## src/rtl/alu_pkg.sv

```systemverilog
// ---------------------------------------------------------------------------
// alu_pkg
// Shared definitions for the 64-bit combinational alu and its clients.
//   - ALU_* : operation codes driven on the alu cntrl input
//   - div_state_t : control states of the sequential divider
// ---------------------------------------------------------------------------
package alu_pkg;

   localparam logic [2:0] ALU_PASS_B   = 3'b000;
   localparam logic [2:0] ALU_ADD      = 3'b010;
   localparam logic [2:0] ALU_SUBTRACT = 3'b011;
   localparam logic [2:0] ALU_AND      = 3'b100;
   localparam logic [2:0] ALU_OR       = 3'b101;
   localparam logic [2:0] ALU_XOR      = 3'b110;

   typedef enum logic [1:0] {
      IDLE = 2'd0,
      RUN  = 2'd1,
      DONE = 2'd2
   } div_state_t;

endpackage

```

## src/rtl/alu_seq_divider.sv

```systemverilog
// ---------------------------------------------------------------------------
// alu_seq_divider
// Multi-cycle unsigned WIDTH/WIDTH restoring divider (UDIV execution unit).
// One trial subtraction per clock is performed by the external shared alu.
// Ports:
//   clk, reset_n        : clock, synchronous active-low reset
//   start, ready        : request / accept handshake (start sampled in IDLE)
//   dividend, divisor   : operands, sampled with an accepted start
//   done                : one-cycle pulse when results are valid
//   quotient, remainder : results, held until the next accepted start
//   div_by_zero         : divisor was 0, held with the results
//   alu_A/B/cntrl       : drive the shared alu (quiet outside RUN)
//   alu_result/carry_out: alu response
// ---------------------------------------------------------------------------
module alu_seq_divider
   import alu_pkg::*;
#(
   parameter int WIDTH = 64,
   parameter int CNT_W = 7
) (
   input  logic             clk,
   input  logic             reset_n,
   input  logic             start,
   input  logic [WIDTH-1:0] dividend,
   input  logic [WIDTH-1:0] divisor,
   output logic             ready,
   output logic             done,
   output logic [WIDTH-1:0] quotient,
   output logic [WIDTH-1:0] remainder,
   output logic             div_by_zero,
   output logic [WIDTH-1:0] alu_A,
   output logic [WIDTH-1:0] alu_B,
   output logic [2:0]       alu_cntrl,
   input  logic [WIDTH-1:0] alu_result,
   input  logic             alu_carry_out
);

   div_state_t       state_q, state_d;
   logic [CNT_W-1:0] count_q;
   logic [WIDTH-1:0] q_reg_q;
   logic [WIDTH-1:0] rem_q;
   logic [WIDTH-1:0] divisor_q;

   logic [WIDTH-1:0] shifted;
   logic [WIDTH-1:0] q_next;
   logic [WIDTH-1:0] rem_next;
   logic             last_iter;

   // rem < 2^k after k iterations, so dropping rem's MSB loses nothing
   assign shifted   = {rem_q[WIDTH-2:0], q_reg_q[WIDTH-1]};
   assign q_next    = {q_reg_q[WIDTH-2:0], alu_carry_out};
   assign rem_next  = alu_carry_out ? alu_result : shifted;
   assign last_iter = (count_q == CNT_W'(WIDTH - 1));

   assign ready = (state_q == IDLE);
   assign done  = (state_q == DONE);

   always_comb begin
      state_d   = state_q;
      alu_A     = '0;
      alu_B     = '0;
      alu_cntrl = ALU_PASS_B;
      case (state_q)
         IDLE: begin
            if (start) begin
               state_d = (divisor == '0) ? DONE : RUN;
            end
         end
         RUN: begin
            alu_A     = shifted;
            alu_B     = divisor_q;
            alu_cntrl = ALU_SUBTRACT;
            if (last_iter) begin
               state_d = DONE;
            end
         end
         DONE:    state_d = IDLE;
         default: state_d = IDLE;
      endcase
   end

   always_ff @(posedge clk) begin
      if (!reset_n) begin
         state_q     <= IDLE;
         count_q     <= '0;
         q_reg_q     <= '0;
         rem_q       <= '0;
         divisor_q   <= '0;
         quotient    <= '0;
         remainder   <= '0;
         div_by_zero <= 1'b0;
      end else begin
         state_q <= state_d;
         case (state_q)
            IDLE: begin
               if (start) begin
                  divisor_q   <= divisor;
                  q_reg_q     <= dividend;
                  rem_q       <= '0;
                  count_q     <= '0;
                  div_by_zero <= 1'b0;
                  if (divisor == '0) begin
                     div_by_zero <= 1'b1;
                     quotient    <= '1;
                     remainder   <= dividend;
                  end
               end
            end
            RUN: begin
               rem_q   <= rem_next;
               q_reg_q <= q_next;
               count_q <= count_q + CNT_W'(1);
               if (last_iter) begin
                  quotient  <= q_next;
                  remainder <= rem_next;
               end
            end
            default: ;
         endcase
      end
   end

endmodule

```

## config.mk

```make
export PLATFORM = sky130hd
export DESIGN_NAME = alu_seq_divider
export DESIGN_NICKNAME = d
export VERILOG_FILES = /design/src/rtl/alu_pkg.sv /design/src/rtl/alu_seq_divider.sv
export SDC_FILE = /design/constraint.sdc
export NUM_CORES = 1
export LEC_CHECK = 0
export CAP_MARGIN = 20
export CORE_AREA = 10 10 211 253
export CTS_CLUSTER_SIZE = 40
export DETAILED_ROUTE_END_ITERATION = 8
export DIE_AREA = 0 0 221 263
export PLACE_DENSITY = 0.65
export RECOVER_POWER = 50
export SLEW_MARGIN = 20
export SYNTH_ARGS = -nofsm -noshare
export SYNTH_HDL_FRONTEND = slang
export SYNTH_SLANG_ARGS = --single-unit
```

## constraint.sdc

```tcl
create_clock -name clk -period 3.1 [get_ports clk]
set_input_delay 0.62 -clock clk [delete_from_list [all_inputs] [get_ports clk]]
set_output_delay 0.62 -clock clk [all_outputs]
set_load 0.01 [all_outputs]
```

# --- Yosys cells after proc, flatten, opt, wreduce, memory -nomap -nowiden ---
# Index checks and enable logic that the tools add are counted.
word_totals:
  regBits: 329
  in_bits: 196
  elab_cells: 45
  out_inout_bits: 262
classes:
  n_reduce_logical: 7
  muxes: 23
  addsub: 1
  n_eq_ne: 6
ops:
  columns: ["cell", "count"]
  rows:
  - ["$mux 64", 10]
  - ["$pmux 64 s2", 3]
  - ["$pmux 63 s2", 1]
  - ["$logic_not 64->1", 1]
  - ["$mux 63", 1]
  - ["$pmux 7 s2", 1]
  - ["$mux 2", 4]
  - ["$add 7x1->7 const B", 1]
  - ["$eq 7x6->1 const B", 1]
  - ["$mux 7", 1]
  - ["$reduce_and 2->1", 3]
  - ["$ne 2x2->1 const B", 2]
  - ["$pmux 2 s2", 1]
  - ["$reduce_and 4->1", 1]
  - ["$eq 2x1->1 const B", 1]
  - ["$eq 2x2->1 const B", 1]
  - ["$logic_not 2->1", 1]
  - ["$ne 2x1->1 const B", 1]
  - ["$reduce_bool 2->1", 1]
  - ["$mux 1", 1]

# --- Logic depth before layout (Yosys ltp) ---
depth:
  depth_word: 4
  mapped_depth: 8
  depth_no_buf: 6

# --- Worst setup path before layout ---
# Ideal clock, no wire load.
synth_path:
  path_kind: "input -> register"
  from: "in divisor[38]"
  to: "reg remainder[30]"
  setup_ps: 133
  n_path_buf: 3
  path_slack_ps: 676
  arrival_time_ps: 2291
  stages: 8
  t_required_ps: 2967
  path_cell_list: "nor4_1 > nand4_1 > or4_1 > buf_2 > buf_2 > buf_2 > a211oi_1 > a211oi_2"
synth_via:
  elab_chain_cells: 3
synth_lines:
  columns: ["item", "line", "source"]
  rows:
  - ["from (decl)", "alu_seq_divider.sv:25", "input logic [WIDTH-1:0] divisor,"]
  - ["$logic_not 64->1", "alu_seq_divider.sv:102", "if (divisor == '0) begin"]
  - ["$ne 2x1->1 (no source line)", null, null]
  - ["$reduce_and 4->1 (no source line)", null, null]
  - ["to (signal assigned)", "alu_seq_divider.sv:105", "remainder <= dividend;"]
  - ["to (signal assigned)", "alu_seq_divider.sv:115", "remainder <= rem_next;"]
  - ["to (decl)", "alu_seq_divider.sv:29", "output logic [WIDTH-1:0] remainder,"]
# Every way passes these cells.
# A chain may end at the register's enable or synchronous reset.

# --- Worst setup path in the final report ---
layout_path:
  from: "reg state_q[1]"
  to: "out alu_B[51]"
layout_via:
  elab_chain_cells: 2
layout_lines:
  columns: ["item", "line", "source"]
  rows:
  - ["from (decl)", "alu_seq_divider.sv:38", "div_state_t state_q, state_d;"]
  - ["from (signal assigned)", "alu_seq_divider.sv:93", "state_q <= state_d;"]
  - ["$eq 2x1->1", "alu_seq_divider.sv:63", "case (state_q)"]
  - ["$mux 64", "alu_seq_divider.sv:63", null]
  - ["to (decl)", "alu_seq_divider.sv:32", "output logic [WIDTH-1:0] alu_B,"]
# Every way passes these cells.

==> metrics.cfg <==
[cts]
cts_buffers = 37
cts_buffer_depth = 3
htreeDepth = 2
hold_buffers = 0
clk_latency_ns = 0.53
cts_tree = built
cts.sinks = 329
post_cts_buffers = 0
cts_root_buf = clkbuf_16
clk_pin_slew_worst_paths_ns = 0.06

[global_route]
first_global_vias = 13728
grt_overflow_total = 0
grt_antenna_before_repair = 5
grt_pass1_wl_um = 83900
grt_use_total_pct = 17.9
grt_max_degree = 75

[min_path]
hp-class = flip-flop to flip-flop

[power_and_ir_drop]
p_sw_w = 0.00322
power_frac_comb_pct = 18.4
seq_power_share_pct = 42.0
power.density_nw_per_um2 = 563
power_w = 0.0115
p_leak_nw = 7.87
clockPowerShare_pct = 39.6
peakVddDrop_uv = 289
p_int_w = 0.00826
switching_share_pct = 28.0

[yosys]
synth_ff_type = dfxtp_1
yosysSeqAreaShare_pct = 47.4
synth_cell_type_count = 41
avgSynthCellArea_um2 = 8.87
syn_inst = 1568
yosys.area.top_type_share_pct = 47.4
synth-async-reset-ratio_pct = 0
synth_top_cell_by_area = dfxtp_1
syn_nets = 1765
ys_ff_latch = 329
syn_area_um2 = 13900
synth_edf_count = 0
yosysWarnings = 0
netlist_top_cells_area = dfxtp_1 (47%), nand2_1 (8.7%), a211oi_1 (6.7%), and2_1 (5.8%), mux2_2 (5.2%)

[routing]
drt-pass1-iter-count = 5
wl_met2_um = 27400
drtIter0Drc = 886
wl_per_cell_um = 21.1
wl_met1_um = 22000
drt-total-wl_um = 55300
wl_met3_um = 3760
ant_nets = 0
top_layer_used = met4
num_vias = 13228
vias_per_cell = 5.04
drcViolationCount = 0

[placement]
routabilityCongestion = 0.847
numPortBuffers = 456
dp_hpwl_um = 40100
place_ws_ns = -0.0758

[timing]
final-setup-viol-count = 0
rsz0062_at_grt = false
setup_ws_ns = 0.108
period_share_pct = 96.5
slew-limit-headroom_pct = -23.7
hold_viol = 0
finClkSkew_ns = 0.0152
worstMarginPinSlew_ns = 1.86
whs_ns = 0.453
min_period_ns = 2.99
drv_slew = 66
max_clock_freq_ghz = 0.334

[critical_path]
critPathSlowestCell = clkdlybuf4s50_1
cp_slowest_stage_delay_ns = 0.58
critical_path.endpoint_type = output port
worstPathCellList = nand2b_4 > inv_8 > buf_4 > and2_1 > clkdlybuf4s50_1
arrival_ns = 2.37
crit_required_ns = 2.48
path_class = flip-flop to output port
start_kind = flip-flop
path_max_fanout = 43

[cells_and_area]
drive_above_1_share_pct = 12.3
layout.nets = 2155
final_common_cell = clkdlybuf4s50_1
area_growth_pct = 46.7
nFillCells = 4832
final_cell_mix = clkdlybuf4s50_1 (334), dfxtp_1 (328), nand2_1 (324)
multiInputGateArea_um2 = 6510
seq_area_um2 = 6590

[die]
die_area_um2 = 58100
fp.dieW_um = 221
io_pins = 458
core_area_um2 = 48600
initial_utilization_pct = 28.6
rows = 89
fp.dieH_um = 263

[outcome]
violations = capacitance limit, slew limit
status = finished with violations

[flow_run]
cap_violations = 2

[metrics by stage]
step / instance area, um2 / setup TNS (ns) / instances / util (%)
after floorplan: 13900 / 0 / 1568 / -
after global placement: 19200 / -1.55 / 2556 / 39.4
after detailed placement: 19200 / -1.15 / 2556 / 39.4
after CTS: 20400 / 0 / 2622 / 42.0
after global routing: 20400 / 0 / 2627 / 42.0
final: 20400 / 0 / 2627 / 42.0
[cell families (layout without fill, tap and decap cells)]
family	count (synthesis)	in the layout	synth area share [%]
other	1	6	0.0270
AO/OA/AOI/OAI	454	454	24.2
adder cells (fa/ha/maj)	1	1	0.0900
XOR/XNOR	5	5	0.315
buffers and inverters	214	631	6.31
AND/OR/NAND/NOR	499	499	16.4
flip-flops	329	329	47.4
multiplexers	65	65	5.26
[critical path: cells and delay by family (launching register included)]
| family | cells | cell delay, ns |
|---|---|---|
| buffers and inverters | 3 | 1.09 |
| and+or+nand+nor | 2 | 0.38 |
| DFF | 1 | 0.36 |
[area by class of cell]
type / instances / area share, %
repair buffers: 499 / 24.4
well taps: 637 / 3.91
inverters: 66 / 1.26
multi-input cells: 1025 / 31.9
flip-flops and latches: 329 / 32.3
clock inverters: 14 / 0.767
clock buffers: 52 / 5.37
diodes: 5 / 0.0614
[synthesized netlist by cell type (2+ instances only)]
library cell,instances
a22o_1,64
or2_2,2
or4_1,2
a211oi_1,124
mux2_2,64
buf_1,21
buf_6,7
inv_1,64
dfxtp_1,329
buf_2,11
o221a_2,59
nor2_1,12
nand2_1,324
nor4_1,17
o21ai_0,63
nand4_1,7
clkbuf_1,107
a21oi_1,63
buf_4,2
a211oi_2,3
a31oi_1,65
and2_1,129
xor2_1,5
nand3_1,2
inv_2,2
o221a_1,5
[power groups by stage]
stage               combinational (W)  clock (W)  sequential, W
floorplan                     0.00103          0        0.00490
global placement              0.00215          0        0.00490
detailed placement            0.00218          0        0.00491
CTS                           0.00219    0.00464        0.00482
global route                  0.00229    0.00480        0.00486
finish                        0.00211    0.00455        0.00482
[sequential cells by signal, indices dropped and copies added (netlist names)]
name,count
count_q,7
div_by_zero,1
divisor_q,64
q_reg_q,64
quotient,64
rem_q,63
remainder,64
state_q,2
[path summary, 6_finish.rpt]
kind | cells after the start | startpoint | end | slack (ns)
worst min register to register | 2 | remainder[55]$_SDFFE_PN0P_ | remainder[55]$_SDFFE_PN0P_ | 0.45
worst min-delay path | 2 | remainder[55]$_SDFFE_PN0P_ | remainder[55]$_SDFFE_PN0P_ | 0.45
worst max register to register | 4 | state_q[1]$_SDFFE_PN0P_ | rem_q[37]$_SDFFE_PN0P_ | 0.72
worst max-delay path | 5 | state_q[1]$_SDFFE_PN0P_ | alu_B[51] | 0.11
[routing by layer]
layer	vias to the layer above	track usage [%]
li1	6341	-
met1	6346	20.3
met2	449	31.2
met5	-	0
met4	0	7.60
met3	92	4.47
[what timing repair did]
item	in CTS	in global routing
pin swaps	0	0
gates resized for setup	1	1
setup endpoints to repair	58	1
endpoints found under the hold margin	0	0
Note: power is estimated with default switching activity, not from simulation.
